--- src/rtl/wb_arbiter.sv ---
// Write-back arbiter: per-source FIFOs for ALU and LSU results feeding one registered
// register-file write port, with bounded ALU starvation. Optional macro: WB_BYPASS_EN.

module wb_arbiter_fifo #(
    parameter int DEPTH = 2,
    parameter int W     = 37,
    parameter int CW    = $clog2(DEPTH) + 1
) (
    input  logic          clk_i,
    input  logic          reset_ni,
    input  logic          push_i,
    input  logic          pop_i,
    input  logic [W-1:0]  din_i,
    output logic [W-1:0]  dout_o,
    output logic [CW-1:0] cnt_o,
    output logic          empty_o,
    output logic          ready_o
);
    localparam int AW = $clog2(DEPTH);

    logic [DEPTH-1:0][W-1:0] mem_q;
    logic [AW-1:0]           wptr_q, wptr_d;
    logic [AW-1:0]           rptr_q, rptr_d;
    logic [CW-1:0]           cnt_q, cnt_d;

    // DEPTH is a power of two, so pointers wrap by natural overflow.
    always_comb begin
        wptr_d = wptr_q;
        rptr_d = rptr_q;
        cnt_d  = cnt_q;
        if (push_i) wptr_d = wptr_q + 1'b1;
        if (pop_i)  rptr_d = rptr_q + 1'b1;
        case ({push_i, pop_i})
            2'b10:   cnt_d = cnt_q + 1'b1;
            2'b01:   cnt_d = cnt_q - 1'b1;
            default: cnt_d = cnt_q;
        endcase
    end

    always_ff @(posedge clk_i or negedge reset_ni) begin
        if (!reset_ni) begin
            wptr_q <= '0;
            rptr_q <= '0;
            cnt_q  <= '0;
        end else begin
            wptr_q <= wptr_d;
            rptr_q <= rptr_d;
            cnt_q  <= cnt_d;
        end
    end

    always_ff @(posedge clk_i) begin
        if (push_i) mem_q[wptr_q] <= din_i;
    end

    assign dout_o  = mem_q[rptr_q];
    assign cnt_o   = cnt_q;
    assign empty_o = (cnt_q == '0);
    assign ready_o = (cnt_q != CW'(DEPTH));
endmodule

module wb_arbiter #(
    parameter int DEPTH        = 2,
    parameter int STARVE_LIMIT = 4
) (
    input  logic                    clk_i,
    input  logic                    reset_ni,
    input  logic                    alu_valid_i,
    output logic                    alu_ready_o,
    input  logic [4:0]              alu_rd_i,
    input  logic [31:0]             alu_wd_i,
    input  logic                    lsu_valid_i,
    output logic                    lsu_ready_o,
    input  logic [4:0]              lsu_rd_i,
    input  logic [31:0]             lsu_wd_i,
    output logic                    regwrite_o,
    output logic [4:0]              rd_o,
    output logic [31:0]             wd_o,
    output logic [$clog2(DEPTH):0]  alu_cnt_o,
    output logic [$clog2(DEPTH):0]  lsu_cnt_o
);
    localparam int          CW    = $clog2(DEPTH) + 1;
    localparam int          NSRC  = 2;
    localparam int          ALU   = 0;
    localparam int          LSU   = 1;
    localparam logic [3:0]  LIMIT = 4'(STARVE_LIMIT);

    typedef struct packed {
        logic [4:0]  rd;
        logic [31:0] wd;
    } wb_ent_t;

    localparam int EW = $bits(wb_ent_t);

    logic [NSRC-1:0]          src_valid, src_ready;
    logic [NSRC-1:0]          push, pop, empty, cand, grant, bypass;
    wb_ent_t [NSRC-1:0]       src_ent, head;
    logic [NSRC-1:0][CW-1:0]  cnt;
    wb_ent_t                  win;
    logic                     sel;

    logic [3:0]  starve_q, starve_d;
    logic        regwrite_q, regwrite_d;
    logic [4:0]  rd_q, rd_d;
    logic [31:0] wd_q, wd_d;

    assign src_valid    = {lsu_valid_i, alu_valid_i};
    assign src_ent[ALU] = {alu_rd_i, alu_wd_i};
    assign src_ent[LSU] = {lsu_rd_i, lsu_wd_i};

    for (genvar i = 0; i < NSRC; i++) begin : g_src
        wb_arbiter_fifo #(
            .DEPTH(DEPTH),
            .W    (EW),
            .CW   (CW)
        ) u_fifo (
            .clk_i   (clk_i),
            .reset_ni(reset_ni),
            .push_i  (push[i]),
            .pop_i   (pop[i]),
            .din_i   (src_ent[i]),
            .dout_o  (head[i]),
            .cnt_o   (cnt[i]),
            .empty_o (empty[i]),
            .ready_o (src_ready[i])
        );
    end

    always_comb begin
        cand = ~empty;
`ifdef WB_BYPASS_EN
        // An accepted offer into an empty FIFO competes as if it were already queued.
        cand = cand | (src_valid & src_ready);
`endif
        grant = cand;
        if (&cand) grant = (starve_q == LIMIT) ? 2'b01 : 2'b10;

        bypass = '0;
`ifdef WB_BYPASS_EN
        bypass = grant & empty;
`endif
        pop  = grant & ~empty;
        push = src_valid & src_ready & ~bypass;

        sel = grant[LSU];
        win = bypass[sel] ? src_ent[sel] : head[sel];

        starve_d = starve_q;
        if (!cand[ALU] || grant[ALU]) starve_d = '0;
        else if (starve_q != LIMIT)   starve_d = starve_q + 4'd1;

        regwrite_d = 1'b0;
        rd_d       = rd_q;
        wd_d       = wd_q;
        if (|grant) begin
            // x0 results still consume the slot but present as a zeroed non-write.
            regwrite_d = (win.rd != 5'd0);
            rd_d       = win.rd;
            wd_d       = regwrite_d ? win.wd : 32'd0;
        end
    end

    always_ff @(posedge clk_i or negedge reset_ni) begin
        if (!reset_ni) begin
            starve_q   <= '0;
            regwrite_q <= 1'b0;
            rd_q       <= '0;
            wd_q       <= '0;
        end else begin
            starve_q   <= starve_d;
            regwrite_q <= regwrite_d;
            rd_q       <= rd_d;
            wd_q       <= wd_d;
        end
    end

    assign alu_ready_o = src_ready[ALU];
    assign lsu_ready_o = src_ready[LSU];
    assign alu_cnt_o   = cnt[ALU];
    assign lsu_cnt_o   = cnt[LSU];
    assign regwrite_o  = regwrite_q;
    assign rd_o        = rd_q;
    assign wd_o        = wd_q;

    a_grant_onehot: assert property (@(posedge clk_i) disable iff (!reset_ni) $onehot0(grant));
    a_no_pop_empty: assert property (@(posedge clk_i) disable iff (!reset_ni) (pop & empty) == '0);
    a_no_push_full: assert property (@(posedge clk_i) disable iff (!reset_ni) (push & ~src_ready) == '0);
    a_starve_bound: assert property (@(posedge clk_i) disable iff (!reset_ni) starve_q <= LIMIT);
endmodule

--- config.mk ---
export PLATFORM = sky130hd
export DESIGN_NAME = wb_arbiter
export DESIGN_NICKNAME = d
export VERILOG_FILES = /design/src/rtl/wb_arbiter.sv
export SDC_FILE = /design/constraint.sdc
export NUM_CORES = 1
export LEC_CHECK = 0
export ABC_AREA = 1
export CAP_MARGIN = 20
export CORE_UTILIZATION = 58
export DETAILED_ROUTE_END_ITERATION = 7
export GPL_ROUTABILITY_DRIVEN = 0
export PLACE_DENSITY_LB_ADDON = 0.2
export SETUP_SLACK_MARGIN = 0.05
export SLEW_MARGIN = 20
export SYNTH_ARGS = -nofsm -noshare
export SYNTH_HDL_FRONTEND = slang
export SYNTH_SLANG_ARGS = --single-unit
--- constraint.sdc ---
create_clock -name clk_i -period 6.75 [get_ports clk_i]
set_clock_uncertainty 0.15 [all_clocks]
set_input_delay 1.35 -clock clk_i [delete_from_list [all_inputs] [get_ports clk_i]]
set_output_delay 1.35 -clock clk_i [all_outputs]
set_load 0.005 [all_outputs]
==> results.py, run 1 <==
metrics = {
    "status": {
        "status": "complete, no violations",
    },
    "critical_path": {
        "cp_data_arrival_time_ns": 3.39,
        "required_ns": 6.92,
        "critical_path.max_fanout": 40,
        "cp_cell_sequence": "inv_2 > a21boi_0 > o21ai_1 > nor2_2 > nand2_2 > nand3_1 > nand2_1",
        "path_buf_inv": 1,
        "cp-start-kind": "register",
        "slowest_stage": "dfrtp_2",
        "worstSetupPathType": "reg2reg",
        "cp_top_family": "simple AND/OR/NAND/NOR gates",
        "r2r_slack_ns": 3.52,
        "max_stage_delay_ns": 0.93,
        "worstSetupEndpointType": "register",
    },
    "power": {
        "leakage_uw": 0.00367,
        "p_per_area_nw_per_um2": 468,
        "vdd_drop_max_mv": 0.252,
    },
    "clocking": {
        "clk_pin_slew_ns": 0.07,
        "hold_buffers": 0,
        "postCtsSetupBuffers": 0,
        "worstSkewPairLatency_ns": 0.43,
        "clock_path_buffers": 2,
        "cts-root-buf": "clkbuf_16",
        "h-tree-depth": 4,
        "cts_tree": "yes",
        "cts_made_buffers": 17,
        "post_cts_resize_count": 0,
        "clock_sinks": 198,
    },
    "timing": {
        "tightest_slew_ns": 0.993,
        "slew_viol_final": 0,
        "layout_setup_ws_ns": 3.52,
        "layout_min_cycle_time_ns": 3.23,
        "setup_violations": 0,
        "max-slew-margin-rel_pct": 33.7,
        "fmax_mhz": 310,
        "tns_ns": 0,
        "rsz0062_at_grt": "false",
        "fin_crit_sh_pct": 47.8,
        "hold_viol_final": 0,
    },
    "logic_synthesis": {
        "synth-seq-area-share_pct": 73.0,
        "synth_fp_nets": 682,
        "ys_warn_count": 0,
        "ys_types": 33,
        "avgSynthCellArea_sq_um": 13.0,
        "synth_cells": 600,
        "syn_area_sq_um": 7800,
        "ys_ff_latch": 198,
    },
    "finish": {
        "fin_area_sq_um": 9840,
        "layout_common_cells": "edfxtp_1, clkdlybuf4s50_1, nand2_1",
        "diodes": 0,
        "fin_nets": 797,
        "drive_above_1_share_pct": 12.5,
        "syn_to_final_growth_pct": 26.2,
        "fin_util_pct": 74.6,
        "mostFrequentLayoutCell": "edfxtp_1",
        "final_cells": 904,
    },
    "grt": {
        "antenna_found_initial": 0,
        "grt_pass1_wl_um": 26300,
        "grt_overflow": 0,
        "track_usage_pct": 25.4,
        "first_global_vias": 5185,
        "grt_max_degree": 73,
    },
    "drt": {
        "wl_per_cell_um": 18.7,
        "route.vias.total": 5101,
        "via_per_inst": 5.64,
        "drc": 0,
        "firstDrtPassIters": 5,
        "ant_nets": 0,
        "routed_wl_um": 16900,
        "drt_iter0_drc": 422,
    },
    "floorplanning": {
        "start_util_pct": 59.2,
        "pin_count": 122,
        "rows": 42,
        "dieArea_sq_um": 13900,
        "die_h_um": 118,
        "coreArea_sq_um": 13200,
        "die_w_um": 118,
    },
    "place": {
        "place_area_sq_um": 9100,
        "dpl.cell_count": 867,
        "io_buffers": 121,
        "dpl.hpwl_um": 9860,
        "pre_cts_ws_ns": 3.19,
    },
    "flow_run": {
        "maxCapViolCount": 0,
    },
    "hold_path": {
        "hold_class": "reg2reg",
    },
}
[final timing paths]
| kind | start | to | cells past startpoint |
|---|---|---|---|
| worst max-delay path | g_src[1].u_fifo.rptr_q | wd_o[29] | 7 |
| max in group asynchronous | reset_ni | g_src[1].u_fifo.rptr_q | 2 |
| worst min register to register | wd_o[10] | wd_o[10] | 2 |
| worst min-delay path | wd_o[10] | wd_o[10] | 2 |
| worst max register to register | g_src[1].u_fifo.rptr_q | wd_o[29] | 7 |
| min in group asynchronous | reset_ni | g_src[1].u_fifo.cnt_o[1] | 2 |
[sequential cells by signal, indices dropped and copies added (netlist names)]
register	count
wd_o	32
g_src.u_fifo.mem_q	148
rd_o	5
g_src.u_fifo.wptr_q	2
g_src.u_fifo.rptr_q	2
regwrite_o	1
g_src.u_fifo.cnt_o	4
starve_q	4
[cell families after synthesis]
| family | after synthesis | synth area share (%) |
|---|---|---|
| DFF | 198 | 73.0 |
| adders and majority gates | 4 | 0.641 |
| AOI/OAI and AO/OA | 82 | 7.42 |
| and+or+nand+nor | 259 | 14.9 |
| xor gates and xnor gates | 8 | 0.898 |
| buffers and inverters | 49 | 3.13 |
[worst register-to-register path: cells and delay by family (launching register included)]
kind	cells	cell delay (ns)
compound gates	2	0.49
buf+inv	1	0.54
flops	1	0.93
simple gates	4	1.00
[metal layers]
metal | GRT usage (%) | vias up | wire length, um
li1 | - | 2356 | -
met1 | 31.1 | 2500 | 6600
met2 | 44.7 | 216 | 8940
met3 | 4.80 | 29 | 1050
met4 | 9.94 | 0 | 330
met5 | 0 | - | 0
[metrics by stage]
| stage | total power (uW) | hold slack [ns] |
|---|---|---|
| 5_1_grt | 4880 | 0.353 |
| 4_1_cts | 4570 | 0.334 |
| 3_5_place_dp | 3530 | 0.315 |
| 3_3_place_gp | 3460 | 0.312 |
| 2_1_floorplan | 2930 | 0.302 |
| 6_report | 4610 | 0.329 |
[final cells by class]
type                    count  area, sq um
clock inverters            14          179
inverters                  17         66.3
flip-flops and latches    198         5700
repair buffers            128         1350
clock buffers              18          429
multi-input cells         353         1900
well taps                 176          220
fillers                   828         3350
[synth_stat cells]
cell | n | area (sq um)
edfxtp_1 | 148 | 4440
nand2_1 | 104 | 390
nor2_1 | 77 | 289
dfrtp_1 | 50 | 1250
nand3_1 | 33 | 165
o211ai_1 | 32 | 240
o31ai_1 | 32 | 240
or2_2 | 31 | 194
clkbuf_1 | 14 | 52.6
inv_1 | 13 | 48.8
o21ai_0 | 8 | 40.0
buf_2 | 7 | 35.0
a21oi_1 | 5 | 25.0
buf_6 | 5 | 56.3
xor2_1 | 5 | 43.8
ha_1 | 4 | 50.1
buf_1 | 3 | 11.3
buf_4 | 3 | 22.5
inv_2 | 3 | 11.3
nand2_2 | 3 | 18.8
nor2_2 | 3 | 18.8
xnor2_1 | 3 | 26.3
a31oi_1 | 2 | 12.5
nand3_2 | 2 | 20.0
or2_1 | 2 | 12.5
a21boi_0 | 1 | 7.51
inv_4 | 1 | 6.26
nand2_4 | 1 | 11.3
nand2_8 | 1 | 20.0
nand3_4 | 1 | 17.5
o21ai_1 | 1 | 5.00
o2bb2ai_1 | 1 | 8.76
or2_0 | 1 | 6.26
[power breakdown]
part	internal, uW	leakage (uW)	switching, uW
Clock	585	0.000275	437
Sequential	1720	0.00196	184
Combinational	733	0.00143	949
Note: power is estimated with default switching activity, not from simulation.
==> run 2, diff against run 1 <==
Settings changed: CORE_UTILIZATION 58 to 53.
Clock period 6.75 ns to 3.3 ns, I/O delays scaled along.
==> run 2 against run 1 <==
Compared with the run above: register-to-register slack got worse by 3.0 ns; first-iteration DRC count fell by 9.0%; global-route usage fell by 1.8 points; final cell count rose by 0.77%; die area rose by 9.3%; via count fell by 1.7%; non-clock buffer count rose by 3; combinational power rose by 100%; count of clock-buffer cells in the layout rose by 1; sequential power rose by 100%; clock power rose by 110%.
==> results.py, run 2 (synthesis gave the netlist of run 1 again) <==
metrics = {
    "grt": {
        "grt_overflow": 0,
        "antenna_found_initial": 0,
        "track_usage_pct": 23.7,
        "grt_pass1_wl_um": 26000,
        "first_global_vias": 5072,
        "grt_max_degree": 73,
    },
    "critical_path": {
        "r2r_slack_ns": 0.55,
        "r2r_start": "starve_q[0]",
        "cp-start-kind": "register",
        "ff2ff_path_depth": 12,
        "required_ns": 3.51,
        "reg2reg_to": "wd_o[7]",
        "cp-endpoint": "wd_o[7]",
        "cp_data_arrival_time_ns": 2.96,
        "worstSetupPathType": "reg2reg",
        "crit_start": "starve_q[0]",
        "critical_path.max_fanout": 72,
        "worstSetupEndpointType": "register",
    },
    "floorplanning": {
        "coreArea_sq_um": 14100,
        "die_h_um": 123,
        "dieArea_sq_um": 15200,
        "start_util_pct": 55.4,
        "pin_count": 122,
        "die_w_um": 123,
        "rows": 43,
    },
    "timing": {
        "tightest_slew_ns": 0.750,
        "slew_viol_final": 0,
        "layout_min_cycle_time_ns": 2.75,
        "setup_violations": 0,
        "tns_ns": 0,
        "rsz0062_at_grt": "false",
        "fin_crit_sh_pct": 83.2,
        "hold-worst-slack_ns": 0.0820,
        "fmax_mhz": 364,
        "max-slew-margin-rel_pct": 49.9,
        "hold_viol_final": 0,
    },
    "finish": {
        "mostFrequentLayoutCell": "edfxtp_1",
        "drive_above_1_share_pct": 12.9,
        "diodes": 0,
        "syn_to_final_growth_pct": 25.6,
        "fin_nets": 800,
        "largest_register_ffs": 148,
        "layout_common_cells": "edfxtp_1, clkdlybuf4s50_1, nand2_1",
        "top_register": "g_src.u_fifo.mem_q",
    },
    "drt": {
        "routed_wl_um": 16600,
        "wl_per_cell_um": 18.3,
        "firstDrtPassIters": 5,
        "route.vias.total": 5014,
        "via_per_inst": 5.50,
        "drc": 0,
        "ant_nets": 0,
        "drt_iter0_drc": 384,
    },
    "clocking": {
        "cts_made_buffers": 17,
        "post_cts_resize_count": 0,
        "cts_tree": "yes",
        "postCtsSetupBuffers": 0,
        "cts-root-buf": "clkbuf_16",
        "clk_pin_slew_ns": 0.07,
        "clock_sinks": 198,
        "h-tree-depth": 4,
        "clock_path_buffers": 2,
        "worstSkewPairLatency_ns": 0.43,
        "hold_buffers": 0,
    },
    "place": {
        "dpl.hpwl_um": 9960,
        "io_buffers": 121,
    },
    "power": {
        "p_per_area_nw_per_um2": 959,
        "vdd_drop_max_mv": 0.464,
        "leakage_uw": 0.00367,
    },
    "flow_run": {
        "maxCapViolCount": 0,
    },
    "status": {
        "status": "complete, no violations",
    },
    "hold_path": {
        "hold_class": "in2async",
    },
}
-- run 2: cell types whose count changed in the layout (fill, tap and decap cells not counted), moves of 2 or more --
cell	delta
buf_16	-4
buf_4	+8
clkinv_4	-3
clkinvlp_4	-2
inv_6	+2
-- run 2: critical path, stage by stage, from the launching register on --
cell and delay (ns):
dfrtp_1 0.41, inv_1 0.07, ha_1 0.15, inv_1 0.05, nor2_2 0.15, nand3_4 0.13
nand2_8 0.36, nand2_1 0.11, o21ai_1 0.16, nor2_2 0.08, nand2_2 0.54, nand3_1 0.17
nand2_1 0.10
-- run 2: layout make-up --
| class | count | area [sq um] |
|---|---|---|
| sequential | 198 | 5700 |
| fill | 1001 | 4300 |
| multi-input combinational | 353 | 1900 |
| timing repair buffer | 131 | 1300 |
| clock buffer | 19 | 443 |
| tap | 180 | 225 |
| clock inverter | 13 | 171 |
| inverter | 17 | 66.3 |
-- run 2: where the power goes --
part / switching [uW] / leakage (uW) / internal [uW]
sequential: 372 / 0.00196 / 3520
combinational: 1940 / 0.00142 / 1440
clock: 904 / 0.000289 / 1220
-- run 2: metrics by stage --
step / instance area [sq um] / total power (uW) / setup WS, ns / instances / util, %
after floorplan: 7800 / 5990 / 0.383 / 600 / -
after global placement: 9180 / 7170 / 0.713 / 879 / 65.1
after detailed placement: 9180 / 7290 / 0.610 / 879 / 65.1
after CTS: 9800 / 9440 / 0.549 / 911 / 69.5
after global routing: 9800 / 9960 / 0.294 / 911 / 69.5
final: 9800 / 9390 / 0.554 / 911 / 69.5
-- run 2: worst min-delay path by stage --
stage,startpoint,to,cells after the start
2_1_floorplan,reset_ni,g_src[0].u_fifo.cnt_o[0],0
3_3_place_gp,wd_o[16],wd_o[16],2
3_5_place_dp,rd_o[4],rd_o[4],2
4_1_cts,reset_ni,g_src[1].u_fifo.cnt_o[0],1
5_1_grt,reset_ni,g_src[1].u_fifo.cnt_o[0],1
6_report,reset_ni,g_src[1].u_fifo.cnt_o[0],1
-- run 2: per-layer routing --
layer,wire (um),vias to the layer above,part of all wire [%],GRT usage (%)
met3,921,27,5.5,3.78
met4,395,0,2.4,10.8
met2,8180,181,49,39.1
met5,0,-,0,0
li1,-,2354,-,-
met1,7130,2452,43,30.9
==> variant: new RTL, settings of run 1 <==
`DEPTH` is set to 2 in 2 places; all go to 1.
--- a/src/rtl/wb_arbiter.sv
+++ b/src/rtl/wb_arbiter.sv
@@ -4,3 +4,3 @@
 module wb_arbiter_fifo #(
-    parameter int DEPTH = 2,
+    parameter int DEPTH = 1,
     parameter int W     = 37,
@@ -62,3 +62,3 @@
 module wb_arbiter #(
-    parameter int DEPTH        = 2,
+    parameter int DEPTH        = 1,
     parameter int STARVE_LIMIT = 4
Interface: changed (resized alu_cnt_o and lsu_cnt_o); port bits go from 122 to 120. No check against the original RTL was run, so the function may have changed too.
==> variant against run 1 <==
- area after synthesis decreased by 38%
- power shrank 51%
- hold slack barely moved
- worst setup slack worse by 0.14 ns
- sequential share of layout area shrank 6.9 points
- combinational power fell by 78%
- utilization increased by 11 points
- cell area decreased by 32%
- wire length is 32% lower
- cell count down 29%
- sequential cell count fell by 76
- critical endpoint is now wd_o[1]
==> variant: results <==
{
  "top_usage_layer": "met2",
  "drt-initial-drc-count": 226,
  "cts_setup_buffers": 0,
  "grt_use_met2_pct": 49.3,
  "grt_antenna_before_repair": 0,
  "synth.cells.most_frequent": "nand2_1 (181), edfxtp_1 (74), dfrtp_1 (48), nand3_2 (28), inv_1 (16)",
  "grt_pass1_vias": 3492,
  "largest_register_ff_count": 74,
  "cts_inserted_buffers": 17,
  "placed_area_mm2": 0.00605,
  "synth.lib_cells_used.distinct": 22,
  "grt_max_degree": 49,
  "crit_path_max_fanout": 38,
  "ctsResizeCount": 0,
  "dp_slack_ns": 3.33,
  "use_met1_pct": 36.2,
  "cp_slowest_stage_delay_ns": 0.74,
  "wl_met3_um": 756,
  "n_fill_cell": 408,
  "grt_pass1_wl_um": 18100,
  "cpMaxStageDelayCell": "inv_2",
  "worst_slew_pin_slew_ns": 0.957,
  "status": "completed",
  "avgRoutedWirePerCell_um": 17.8,
  "clk_root_buffer_cell": "clkbuf_8",
  "grt_usage_pct": 28.8,
  "wl_met2_um": 6150,
  "synth-seq-area-share_pct": 71.0,
  "finalHoldViolations": 0,
  "top_register": "g_src.u_fifo.mem_q",
  "p_sw_share_pct": 24.1,
  "async_flop_share_pct": 39.3,
  "syn_nets": 491,
  "clkLatencyLatePin_ns": 0.51,
  "n_antenna_cell": 0,
  "clock_path_buffers": 2,
  "port_buffers": 119,
  "htree_num_levels": 4,
  "arrival_ns": 3.65,
  "firstDrtPassIters": 4,
  "hold_class": "reg2reg",
  "cts.clk_slew.worst_paths_ns": 0.06,
  "power_leakage_nw": 2.88,
  "dpl.hpwl_um": 6720,
  "drt-met1-wl_um": 4260,
  "synthTopCellsByArea": "edfxtp_1 (46%), dfrtp_1 (25%), nand2_1 (14%), nand3_2 (5.8%), inv_1 (1.2%)",
  "crit_family": "simple AND/OR/NAND/NOR gates",
  "ir_drop_uv": 229,
  "drv_cap": 0,
  "use_met3_pct": 5.77,
  "drive_gt1_share_pct": 13.4,
  "synth-edff-count": 74,
  "nNetsFinal": 613,
  "routed.top_layer": "met4",
  "num_vias": 3436,
  "yosys_warnings": 0
}
variant: path summary, 6_finish.rpt:
kind / end / slack (ns) / cells past startpoint / from
worst min-delay path: wd_o[10] / 0.33 / 2 / wd_o[10]
worst max-delay path: wd_o[1] / 3.39 / 13 / starve_q[0]
worst min register to register: wd_o[10] / 0.33 / 2 / wd_o[10]
min in group asynchronous: starve_q[2] / 0.71 / 1 / reset_ni
worst max register to register: wd_o[1] / 3.39 / 13 / starve_q[0]
max in group asynchronous: wd_o[3] / 5.30 / 1 / reset_ni
variant: stage by stage:
step | total power [mW] | instances | hold slack (ns) | util (%)
2_1_floorplan | 1.12 | 409 | 0.305 | -
3_3_place_gp | 1.30 | 612 | 0.311 | 76.8
3_5_place_dp | 1.33 | 612 | 0.315 | 76.8
4_1_cts | 2.28 | 644 | 0.331 | 84.6
5_1_grt | 2.36 | 646 | 0.338 | 85.2
6_report | 2.27 | 646 | 0.329 | 85.2
variant: power by group through the flow:
stage | Clock [mW] | Sequential (mW) | Combinational, mW
floorplan | 0 | 0.963 | 0.156
global placement | 0 | 0.962 | 0.340
detailed placement | 0 | 0.968 | 0.361
CTS | 0.953 | 0.957 | 0.368
global route | 0.991 | 0.965 | 0.409
finish | 0.946 | 0.956 | 0.372
variant: cell type report:
class,instances,area share (%)
well taps,102,1.90
clock buffers,19,6.28
repair buffers,121,18.3
multi-input cells,252,18.7
flip-flops and latches,122,50.9
inverters,17,0.950
clock inverters,13,2.98
variant: kinds of logic after synthesis:
group                    count (synthesis)  share of synthesized area (%)
AND/OR/NAND/NOR                        236                           22.9
flip-flops                             122                           71.0
buffers and inverters                   35                           3.50
AO/OA/AOI/OAI                            8                          0.908
XOR/XNOR                                 4                          0.726
adder cells (fa/ha/maj)                  4                           1.04
